### src/rtl/array_output_serializer_if.sv
`default_nettype none
// ============================================================================
//  Module   : array_output_serializer_if
//  Purpose  : AXI4-Stream style bundle carrying serialized result elements.
//  Signals  : tdata  - one result element
//             tvalid - master has a beat available
//             tready - downstream can accept the beat
//             tlast  - final element of a matrix
//  Modports : master (drives tdata/tvalid/tlast), slave (drives tready)
//  Revision : 1.0 - initial release
// ============================================================================
interface array_output_serializer_if #(
  parameter int DATA_W = 32
) ();
  logic [DATA_W-1:0] tdata;
  logic              tvalid;
  logic              tready;
  logic              tlast;

  modport master (output tdata, output tvalid, output tlast, input tready);
  modport slave  (input tdata, input tvalid, input tlast, output tready);
endinterface
`default_nettype wire

### src/rtl/array_output_serializer.sv
`default_nettype none
// ============================================================================
//  Module   : array_output_serializer
//  Purpose  : Captures a complete N x N result matrix in one cycle and streams
//             it out element by element in row-major order on an AXI4-Stream
//             master port.
//  Ports    : i_clk        - clock, rising edge active
//             i_rst_n      - asynchronous active-low reset
//             i_c_valid    - flattened matrix on i_c_data is complete/stable
//             i_c_data     - N*N*DATA_W flattened matrix, (r,c) at (r*N+c)
//             o_c_ready    - block is idle and will capture on i_c_valid
//             m_axis       - stream master (tdata/tvalid/tready/tlast)
//             o_frame_done - one-cycle pulse after the last beat is accepted
//  Revision : 1.0 - initial release
// ============================================================================
module array_output_serializer #(
  parameter int N      = 4,
  parameter int DATA_W = 32
) (
  input  wire logic                    i_clk,
  input  wire logic                    i_rst_n,
  input  wire logic                    i_c_valid,
  input  wire logic [N*N*DATA_W-1:0]   i_c_data,
  output logic                         o_c_ready,
  array_output_serializer_if.master    m_axis,
  output logic                         o_frame_done
);

  localparam int                 c_NUM_ELEM = N * N;
  localparam int                 c_IDX_W    = (c_NUM_ELEM > 1) ? $clog2(c_NUM_ELEM) : 1;
  localparam logic [c_IDX_W-1:0] c_LAST_IDX = c_IDX_W'(c_NUM_ELEM - 1);

  typedef enum logic [0:0] {
    S_IDLE   = 1'b0,
    S_STREAM = 1'b1
  } state_t;

  state_t              r_state;
  state_t              w_state_nxt;
  logic [c_IDX_W-1:0]  r_idx;
  logic [DATA_W-1:0]   r_bank [c_NUM_ELEM];
  logic                r_frame_done;
  logic                w_capture;
  logic                w_xfer;
  logic                w_last_xfer;

  // Next-state logic. Capture is only possible from IDLE, so a valid matrix
  // arriving on the edge that retires the last beat waits one more cycle;
  // that wait is the single tvalid=0 bubble between back-to-back frames.
  always_comb begin
    w_state_nxt = r_state;
    w_capture   = 1'b0;
    w_xfer      = 1'b0;
    w_last_xfer = 1'b0;
    case (r_state)
      S_IDLE: begin
        if (i_c_valid) begin
          w_capture   = 1'b1;
          w_state_nxt = S_STREAM;
        end
      end
      S_STREAM: begin
        w_xfer = m_axis.tready;
        if (m_axis.tready && (r_idx == c_LAST_IDX)) begin
          w_last_xfer = 1'b1;
          w_state_nxt = S_IDLE;
        end
      end
      default: w_state_nxt = S_IDLE;
    endcase
  end

  always_ff @(posedge i_clk or negedge i_rst_n) begin
    if (!i_rst_n) begin
      r_state <= S_IDLE;
    end else begin
      r_state <= w_state_nxt;
    end
  end

  // Bank, beat index and completion pulse.
  always_ff @(posedge i_clk or negedge i_rst_n) begin
    if (!i_rst_n) begin
      r_idx        <= '0;
      r_frame_done <= 1'b0;
      for (int k = 0; k < c_NUM_ELEM; k++) begin
        r_bank[k] <= '0;
      end
    end else begin
      r_frame_done <= w_last_xfer;
      if (w_capture) begin
        r_idx <= '0;
        for (int k = 0; k < c_NUM_ELEM; k++) begin
          r_bank[k] <= i_c_data[k*DATA_W +: DATA_W];
        end
      end else if (w_xfer) begin
        r_idx <= w_last_xfer ? '0 : (r_idx + c_IDX_W'(1));
      end
    end
  end

  // All stream outputs are decoded from registers only, so they hold
  // naturally under backpressure and clear the instant reset asserts.
  assign o_c_ready     = (r_state == S_IDLE);
  assign m_axis.tvalid = (r_state == S_STREAM);
  assign m_axis.tlast  = (r_state == S_STREAM) && (r_idx == c_LAST_IDX);
  assign m_axis.tdata  = r_bank[r_idx];
  assign o_frame_done  = r_frame_done;

endmodule
`default_nettype wire
### src/flat_wrapper.sv
// flat-port wrapper written by rule: the top's interface ports become plain ports
module array_output_serializer_flat 
#(
  parameter int N      = 4,
  parameter int DATA_W = 32
)
  (i_clk, i_rst_n, i_c_valid, i_c_data, o_c_ready, o_frame_done, m_axis_tdata, m_axis_tvalid, m_axis_tlast, m_axis_tready);
  array_output_serializer_if #(.DATA_W(DATA_W)) m_axis_i ();
  input  wire logic i_clk;
  input  wire logic i_rst_n;
  input  wire logic i_c_valid;
  input  wire logic [N*N*DATA_W-1:0] i_c_data;
  output logic o_c_ready;
  output logic o_frame_done;
  output wire logic [$bits(m_axis_i.tdata)-1:0] m_axis_tdata;
  output wire logic [$bits(m_axis_i.tvalid)-1:0] m_axis_tvalid;
  output wire logic [$bits(m_axis_i.tlast)-1:0] m_axis_tlast;
  input wire logic [$bits(m_axis_i.tready)-1:0] m_axis_tready;
  assign m_axis_tdata = m_axis_i.tdata;
  assign m_axis_tvalid = m_axis_i.tvalid;
  assign m_axis_tlast = m_axis_i.tlast;
  assign m_axis_i.tready = m_axis_tready;
  array_output_serializer #(.N(N), .DATA_W(DATA_W)) u_core (.i_clk(i_clk), .i_rst_n(i_rst_n), .i_c_valid(i_c_valid), .i_c_data(i_c_data), .o_c_ready(o_c_ready), .m_axis(m_axis_i), .o_frame_done(o_frame_done));
endmodule
### config.mk
export PLATFORM = sky130hd
export DESIGN_NAME = array_output_serializer_flat
export DESIGN_NICKNAME = d
export VERILOG_FILES = /design/src/rtl/array_output_serializer_if.sv /design/src/rtl/array_output_serializer.sv /design/src/flat_wrapper.sv
export SDC_FILE = /design/constraint.sdc
export NUM_CORES = 1
export LEC_CHECK = 0
export ABC_AREA = 1
export CAP_MARGIN = 25
export CORE_ASPECT_RATIO = 0.75
export CORE_MARGIN = 5
export CORE_UTILIZATION = 46
export CTS_CLUSTER_SIZE = 25
export DETAILED_ROUTE_END_ITERATION = 8
export PLACE_DENSITY = 0.77
export SYNTH_ARGS = -nofsm -noshare
export SYNTH_HDL_FRONTEND = slang
export SYNTH_SLANG_ARGS = --single-unit
export TNS_END_PERCENT = 5
### constraint.sdc
create_clock -name i_clk -period 1.35 [get_ports i_clk]
set_input_delay 0.27 -clock i_clk [delete_from_list [all_inputs] [get_ports i_clk]]
set_output_delay 0.27 -clock i_clk [all_outputs]
set_load 0.02 [all_outputs]
==> results.cfg, run 1 <==
[timing]
worst_slack_ps = -1392
slew_violations = 0
rsz0062_at_grt = yes
period_needed_ps = 2742
relSlewSlack_pct = 71.08
max_clock_freq_mhz = 364.7
fin_setup_tns_ps = -45110
worstMarginPinSlew_ps = 433.7
final.setup_skew_ps = 15.24
finalCritPeriodShare_pct = 203.1
setup_violations = 76
hold_viol = 0

[floorplan]
core_um2 = 53160
die_y_um = 211.1
ios = 552
num_rows = 73
die_area_um2 = 58730
die_x_um = 278.2
initial_core_util_pct = 46.68

[min_path]
hp-class = in2async

[setup_path]
worst-path-max-fanout = 7
worstPathArrival_ps = 2470
critPathKind = reg2out
required_ps = 1080
cp-end-kind = primary output
worstRegToRegCells = 6
start_kind = flop

[global_routing]
grt_pass1_wl_um = 145200
grt_pass1_vias = 24354
track_usage_pct = 32.07
antenna_found_initial = 16
grt_max_degree = 80
gr-total-overflow = 0

[place]
pre_cts_ws_ps = -1128
dp_hpwl_um = 72890
portBuffers = 551
routabilityCongestion = 0.9954
place_area_um2 = 33360

[clock_network]
cts_tree = built
clock-root-buffer = clkbuf_16
cts.clk_slew.worst_paths_ps = 70
insertion_delay_ps = 600
clock-sinks = 518
cts_htree_levels = 2
cts_made_buffers = 52
clk_path_buf_depth = 3

[route]
ant_nets = 0
drc = 0
num_vias = 25514
dr.pass1.iters = 8
wl_per_cell_um = 20.11
drt_iter0_markers = 3290
routed_wl_um = 99030
vias_per_cell = 5.181

[synthesis]
ys_ff_latch = 518
syn_inst = 3417
synth_area_um2 = 24810
synth_cell_type_count = 19
synth_warnings = 0
synth_seq_area_share_pct = 52.24
synth_fp_nets = 3934
synth_area_per_cell_um2 = 7.262

[job]
maxCapViolCount = 0

[finish]
mostFrequentLayoutCells = 1,614 x nand2_1, 516 x dfrtp_1, 514 x clkdlybuf4s50_1
area_delta_synth_final_pct = 48.60
fin_nets = 4676
final_common_cell = nand2_1
nFillCells = 4187
final_cell_area_um2 = 36870
drive_gt1_share_pct = 16.50
finish.utilization_pct = 69.36

[status]
outcome = finished with violations
failed_checks = negative setup slack

[power_and_ir_drop]
p_leak_uw = 0.01811
powerDensity_nw_per_um2 = 2302
peakVddDrop_uv = 1228
-- flip-flops by register name, summed over array words and instances, names as in the netlist --
name,cells
u_core.m_axis.tvalid,1
u_core.o_frame_done,1
u_core.r_bank,512
u_core.r_idx,4
-- worst max-delay path, cell delays in order, from the launching register on --
cell and delay [ps]:
dfrtp_4 540, buf_12 190, buf_16 140, buf_4 160, nand2_1 70, nand3_2 80
nand2_2 70, nor2_1 150, buf_4 150, nand2_2 60, nand2_2 70, buf_4 150
-- final timing paths --
| path | startpoint | endpoint | slack [ps] |
|---|---|---|---|
| min in group i_clk | i_c_data[361] | u_core.r_bank[137] | 190 |
| max reg2reg | u_core.r_idx[0] | u_core.m_axis.tvalid | -280 |
| min | i_rst_n | u_core.r_bank[247] | 130 |
| max | u_core.r_idx[0] | m_axis_tdata[1] | -1390 |
| min reg2reg | u_core.r_bank[408] | u_core.r_bank[408] | 480 |
| max in group asynchronous | i_rst_n | u_core.r_bank[91] | 480 |
-- area by class of cell --
cell class	instances	area, um2	area share, %
antenna	12	30.03	0.08144
clock buffer	66	1445	3.919
clock inverter	30	447.9	1.215
inverter	265	1015	2.752
multi-input combinational	2424	10680	28.96
sequential	518	12970	35.17
tap	712	890.9	2.416
timing repair buffer	898	9397	25.48
-- where the power goes --
part | switching, uW | internal, uW | leakage (uW)
logic | 25100 | 17700 | 0.0110
clock network | 6570 | 9690 | 0.000919
registers | 3360 | 22500 | 0.00622
-- Yosys cell counts --
| master | n | area share [%] |
|---|---|---|
| clkinv_1 | 1 | 0.015 |
| xor2_1 | 1 | 0.035 |
| buf_6 | 16 | 0.73 |
| buf_1 | 4 | 0.060 |
| inv_1 | 259 | 3.9 |
| nand2_2 | 1 | 0.025 |
| a21oi_1 | 1 | 0.020 |
| dfrtp_1 | 518 | 52 |
| o21ai_0 | 290 | 5.8 |
| inv_2 | 5 | 0.076 |
| nand2_1 | 1705 | 26 |
| ha_1 | 1 | 0.050 |
| o21ai_1 | 34 | 0.69 |
| buf_4 | 8 | 0.24 |
| clkbuf_1 | 65 | 0.98 |
| nor2_1 | 197 | 3.0 |
| buf_2 | 117 | 2.4 |
| nand3_1 | 193 | 3.9 |
| nor2_4 | 1 | 0.045 |
-- kinds of logic after synthesis --
kind of cell               count (synthesis)  synth area share [%]
AOI/OAI and AO/OA                        325                 6.555
DFF                                      518                 52.24
buffers and inverters                    475                 8.381
adders and majority gates                  1               0.05042
and+or+nand+nor                         2097                 32.74
xor gates and xnor gates                   1               0.03530
-- routing by layer --
layer	part of all wire, %	vias up	track usage (%)
li1	-	11921	-
met1	42	12032	46.39
met2	43	1326	46.24
met3	11	219	9.017
met4	4.1	16	12.00
met5	0.12	-	0
-- per-stage QoR --
step / std cells / hold slack [ps] / power, uW
5_1_grt: 4921 / 131.1 / 89390
2_1_floorplan: 3417 / -25.59 / 44160
4_1_cts: 4898 / 96.45 / 81680
3_5_place_dp: 4783 / 131.8 / 62160
6_report: 4925 / 127.1 / 84890
3_3_place_gp: 4783 / 134.9 / 61350
-- timing repair --
item / 4_1_cts / 5_1_grt
gates resized for setup: 294 / 135
pin swaps: 38 / 42
hold buffers: 1 / 0
cloned: 6 / 6
endpoints found under the setup margin: 177 / 403
setup buffers: 14 / 11
endpoints found under the hold margin: 364 / 0
Power figures use the tool's default switching activity.
==> inputs of run 2 (changes only) <==
--- a/config.mk
+++ b/config.mk
@@ -5,14 +5,13 @@
 export SDC_FILE = /design/constraint.sdc
 export NUM_CORES = 1
 export LEC_CHECK = 0
-export ABC_AREA = 1
 export CAP_MARGIN = 25
 export CORE_ASPECT_RATIO = 0.75
 export CORE_MARGIN = 5
 export CORE_UTILIZATION = 46
 export CTS_CLUSTER_SIZE = 25
 export DETAILED_ROUTE_END_ITERATION = 8
-export PLACE_DENSITY = 0.77
+export PLACE_DENSITY = 0.78
 export SYNTH_ARGS = -nofsm -noshare
 export SYNTH_HDL_FRONTEND = slang
 export SYNTH_SLANG_ARGS = --single-unit
==> run 2 against run 1 <==
- the flow still finishes with violations (negative setup slack)
- sequential power increased by 8.9%
- cell area shrank 6.7%
- power decreased by 5.7%
- routed wire length shrank 21%
- setup slack got worse by 160 ps
- clock skew about the same
- utilization is 0.81 points lower
- flip-flop and latch count unchanged
- register-to-register slack lost 150 ps
- critical path depth fell by 3
- non-clock buffer count decreased by 117
==> results.cfg, run 2 <==
[finish]
finish.utilization_pct = 68.56
mostFrequentLayoutCells = 514 x clkdlybuf4s50_1, 513 x dfrtp_1, 448 x mux2_2
final_cell_area_um2 = 34410
drive_gt1_share_pct = 44.85
reg_top3 = u_core.r_bank: 512 flops, u_core.r_idx: 4 flops
largest_reg_flops = 512
fin_nets = 2758
final_common_cell = clkdlybuf4s50_1
top_register = u_core.r_bank
area_delta_synth_final_pct = 47.35

[route]
dr.pass1.iters = 5
num_vias = 16552
routed_wl_um = 78460
drt_iter0_markers = 1273
ant_nets = 0
drc = 0
vias_per_cell = 5.603
wl_per_cell_um = 26.56

[setup_path]
required_ps = 1080
worstRegToRegCells = 7
worst-path-max-fanout = 21
critPathKind = reg2out
cp-end-kind = primary output
start_kind = flop
worstPathArrival_ps = 2640

[place]
place_area_um2 = 31410
portBuffers = 551
routabilityCongestion = 0.9088
dp_hpwl_um = 57090

[job]
maxCapViolCount = 0

[power_and_ir_drop]
swShare_pct = 34.01
total_power_uw = 80020
switchingPower_uw = 27210
comb_power_share_pct = 45.8
peakVddDrop_uv = 1497
p_leak_uw = 0.01468
clock_power_share_pct = 19.0
seqPwrFrac_pct = 35.2
power.internal_uw = 52810
powerDensity_nw_per_um2 = 2326

[synthesis]
netlist_top_cells_area = dfrtp_1 56%, mux2_2 22%, mux4_2 6.0%
yosys.cell_count.top_type = dfrtp_1
syn_inst = 1518
synth_area_um2 = 23350
synth_top_cells_by_count = 518 x dfrtp_1, 466 x mux2_2, 128 x mux2i_1
synth_seq_area_share_pct = 55.51
synth_area_per_cell_um2 = 15.38
ys.flop_type = dfrtp_1
synth_fp_nets = 2035
ys_ff_latch = 518
synth_cell_type_count = 31
synth_edf_count = 0
synth_top_area_share_pct = 55.51
ys_async_sr_fraction_pct = 100.0
synth_top_area_cell = dfrtp_1
synth_warnings = 0

[timing]
holdWs_ps = 138.1
final.setup_skew_ps = 15.50
period_needed_ps = 2906
setup_violations = 552
fin_setup_tns_ps = -202390
worst_slack_ps = -1556
slew_violations = 0
rsz0062_at_grt = yes
relSlewSlack_pct = 68.70
max_clock_freq_mhz = 344.1
hold_viol = 0
finalCritPeriodShare_pct = 215.3
worstMarginPinSlew_ps = 469.6

[global_routing]
grt_pass1_vias = 18289
antenna_found_initial = 20
track_usage_pct = 27.85
grt_pass1_wl_um = 116500
gr-total-overflow = 0
grt_max_degree = 45

[clock_network]
cts.clk_slew.worst_paths_ps = 60
clk_path_buf_depth = 3
cts_tree = built
clock-root-buffer = clkbuf_16
cts_made_buffers = 52
insertion_delay_ps = 590
cts_htree_levels = 2
clock-sinks = 518

[status]
failed_checks = negative setup slack
outcome = finished with violations

[min_path]
hp-class = in2async

[floorplan]
ios = 552
core_um2 = 50190
die_y_um = 205.1
initial_core_util_pct = 46.53
die_area_um2 = 55420
num_rows = 71
die_x_um = 270.2
==> run 2: power groups by stage <==
stage,sequential [uW],clock (uW),combinational [uW]
after detailed placement,28000,0,32500
after floorplan,26100,0,19600
after global placement,27500,0,31700
after global routing,29000,16100,38800
final,28200,15200,36600
after CTS,27900,15400,36100
==> run 2: worst paths after layout <==
path	startpoint	slack [ps]	to
max reg2reg	u_core.r_idx[0]	-430	u_core.r_idx[0]
max	u_core.r_idx[0]	-1560	m_axis_tdata[3]
min	i_rst_n	140	u_core.r_bank[296]
max in group asynchronous	i_rst_n	430	u_core.r_bank[408]
min in group i_clk	i_c_data[40]	280	u_core.r_bank[456]
min reg2reg	u_core.r_bank[467]	490	u_core.r_bank[467]
==> run 2: worst max-delay path: stages, from the launching register on <==
cell and delay [ps]:
dfrtp_4 530, buf_12 170, buf_16 180, buf_4 200, mux2i_1 130, a221oi_2 390
o21ai_0 160, nand2_2 100, buf_2 160
==> run 2: area by class of cell <==
| type | instances | area, um2 |
|---|---|---|
| tap | 657 | 822.0 |
| antenna | 16 | 40.04 |
| multi-input combinational | 886 | 10530 |
| inverter | 2 | 7.507 |
| sequential | 518 | 12970 |
| clock buffer | 78 | 1510 |
| fill | 3292 | 15780 |
| timing repair buffer | 781 | 8263 |
| clock inverter | 16 | 259.0 |
==> run 2: logic make-up after synthesis <==
kind of cell / after synthesis / synth area share (%)
adders and majority gates: 1 / 0.05357
xor gates and xnor gates: 1 / 0.03751
buffers and inverters: 114 / 2.931
AOI/OAI and AO/OA: 135 / 4.313
muxes: 704 / 36.38
DFF: 518 / 55.51
and+or+nand+nor: 45 / 0.7769
==> run 2: through the flow <==
stage | setup WS [ps] | instances
floorplan | -439.6 | 1518
global placement | -1347 | 2811
detailed placement | -1359 | 2811
CTS | -1548 | 2937
global route | -1603 | 2947
finish | -1556 | 2954
==> run 2: what timing repair did <==
item                                   4_1_cts  5_1_grt
setup endpoints to repair                  554      554
endpoints found under the hold margin      266        0
resized for setup                          328       22
pin swaps                                   54       18
hold buffers                                 1        0
gates cloned                                12        1
setup buffers                               19        0
==> run 2: routing by layer <==
layer	GRT usage [%]	vias up	share of wire, %
li1	-	7190	-
met1	39.13	8594	44
met2	42.60	624	46
met3	8.290	128	8.1
met4	7.844	16	2.4
met5	0	-	0.14
==> inputs of run 3 (changes only) <==
--- a/config.mk
+++ b/config.mk
@@ -5,13 +5,15 @@
 export SDC_FILE = /design/constraint.sdc
 export NUM_CORES = 1
 export LEC_CHECK = 0
-export CAP_MARGIN = 25
+export ABC_AREA = 1
+export CAP_MARGIN = 0
 export CORE_ASPECT_RATIO = 0.75
 export CORE_MARGIN = 5
 export CORE_UTILIZATION = 46
 export CTS_CLUSTER_SIZE = 25
 export DETAILED_ROUTE_END_ITERATION = 8
-export PLACE_DENSITY = 0.78
+export PLACE_DENSITY = 0.77
+export REMOVE_ABC_BUFFERS = 1
 export SYNTH_ARGS = -nofsm -noshare
 export SYNTH_HDL_FRONTEND = slang
 export SYNTH_SLANG_ARGS = --single-unit
==> run 3 against run 2 <==
- the flow still finishes with violations (negative setup slack)
- flip-flop and latch count unchanged
- worst hold slack better by 15 ps
- routed wire length rose by 15%
- setup slack gained 340 ps
- die area grew 6.0%
- cell area grew 5.5%
- sequential share of layout area shrank 2.0 points
- clock skew is 2.0 ps lower
- via count increased by 51%
- register-to-register slack improved by 190 ps
- utilization down 0.29 points
- maximum frequency rose by 13%
- largest power group unchanged
==> results.cfg, run 3 (synthesis results as in run 1) <==
[status]
outcome = finished with violations
failed_checks = negative setup slack

[clock_network]
insertion_delay_ps = 580
cts_htree_levels = 2
cts_tree = built
clk_path_buf_depth = 3
clock-root-buffer = clkbuf_16
clock-sinks = 518
cts.clk_slew.worst_paths_ps = 70
cts_made_buffers = 51

[route]
dr.pass1.iters = 6
routed_wl_um = 89920
num_vias = 25061
drc = 0
wl_per_cell_um = 18.29
ant_nets = 0
drt_iter0_markers = 2491
vias_per_cell = 5.099

[finish]
final_common_cell = nand2_1
reg_top3 = u_core.r_bank: 512 flops, u_core.r_idx: 4 flops
area_delta_synth_final_pct = 46.26
mostFrequentLayoutCells = 1,674 x nand2_1, 515 x dfrtp_1, 514 x clkdlybuf4s50_1
drive_gt1_share_pct = 13.13
top_register = u_core.r_bank
finish.utilization_pct = 68.27
seq_area_um2 = 12970
nFillCells = 4190
multi_input_area_um2 = 10070
fin_nets = 4677
largest_reg_flops = 512

[floorplan]
num_rows = 73
initial_core_util_pct = 46.68
die_area_um2 = 58730
die_y_um = 211.1
ios = 552
core_um2 = 53160
die_x_um = 278.2

[setup_path]
required_ps = 1080
worstRegToRegCells = 8
crit-reg2reg-launch = u_core.r_idx[0]
cp-end-kind = primary output
critPathKind = reg2out
reg2reg_setup_slack_ps = -240
critical_path.max_stage_delay_ps = 520
crit_slowest_cell = dfrtp_4
worst_r2r_endpoint = u_core.r_idx[0]
startpoint = u_core.r_idx[0]
worstPathArrival_ps = 2300
path_cells = buf_12, buf_12, buf_12, buf_4, nand2_2, nand3_1, nand2_1, nor2_1, nand2_1, nand2_1, buf_6
start_kind = flop
worst-path-max-fanout = 5

[timing]
relSlewSlack_pct = 72.67
setup_violations = 452
finalCritPeriodShare_pct = 190.4
hold_viol = 0
slew_violations = 0
rsz0062_at_grt = yes
period_needed_ps = 2571
worstMarginPinSlew_ps = 409.9
holdWs_ps = 153.1
final.setup_skew_ps = 13.54
max_clock_freq_mhz = 389.0
worst_slack_ps = -1221

[min_path]
hp-class = in2async

[place]
dp_hpwl_um = 62710
portBuffers = 551
routabilityCongestion = 0.9123

[global_routing]
gr-total-overflow = 0
antenna_found_initial = 6
grt_pass1_vias = 25139
track_usage_pct = 29.58
grt_pass1_wl_um = 138700
grt_max_degree = 74

[job]
maxCapViolCount = 0

[power_and_ir_drop]
total_power_uw = 78670
peakVddDrop_uv = 1345
powerDensity_nw_per_um2 = 2168
p_leak_uw = 0.01801
==> run 3: layer usage <==
| layer | global-route usage (%) | vias to the layer above | share of wire [%] | routed length, um |
|---|---|---|---|---|
| li1 | - | 11916 | - | - |
| met4 | 11.16 | 2 | 4.0 | 3605 |
| met2 | 47.95 | 1148 | 47 | 42030 |
| met3 | 5.238 | 243 | 7.9 | 7123 |
| met1 | 40.23 | 11752 | 41 | 37150 |
| met5 | 0 | - | 0.0078 | 7 |
==> run 3: metrics by stage <==
step	cells	setup TNS, ps	setup WS (ps)	instance area [um2]
2_1_floorplan	3207	-4515200	-8555	23730
3_3_place_gp	4784	-202420	-1002	33470
3_5_place_dp	4784	-211550	-1002	33470
4_1_cts	4905	-62570	-1208	36020
5_1_grt	4915	-92950	-1285	36290
6_report	4915	-63960	-1221	36290
==> run 3: cell type report <==
class	instances	share of cell area (%)
sequential	518	35.74
multi-input combinational	2424	27.76
timing repair buffer	899	26.28
clock buffer	77	4.206
inverter	265	2.855
tap	712	2.455
clock inverter	14	0.6309
antenna	5	0.03448
timing repair inverter	1	0.03103
==> run 3: how the worst max path moves through the flow <==
stage	to	slack [ps]	cells past startpoint
final	m_axis_tdata[27]	-1220	11
after global placement	m_axis_tdata[8]	-1000	9
after CTS	m_axis_tdata[12]	-1210	10
after floorplan	m_axis_tdata[0]	-8550	7
after global routing	m_axis_tdata[27]	-1290	11
after detailed placement	m_axis_tdata[14]	-1000	7
==> run 3: timing repair <==
item | in CTS | in global routing
setup endpoints to repair | 504 | 533
gates cloned | 13 | 3
gates resized for setup | 297 | 70
pin swaps | 25 | 30
buffers inserted | 16 | 6
endpoints found under the hold margin | 316 | 0
hold buffers | 1 | 0
==> run 3: power by group <==
group          internal, uW  switching [uW]
registers             22500            3040
logic                 17000           21000
clock network          8920            6220
==> run 3: critical path: cells and delay by family (launching register included) <==
| family | cells | cell delay [ps] |
|---|---|---|
| buf+inv | 5 | 730 |
| simple gates | 6 | 450 |
| flops | 1 | 520 |
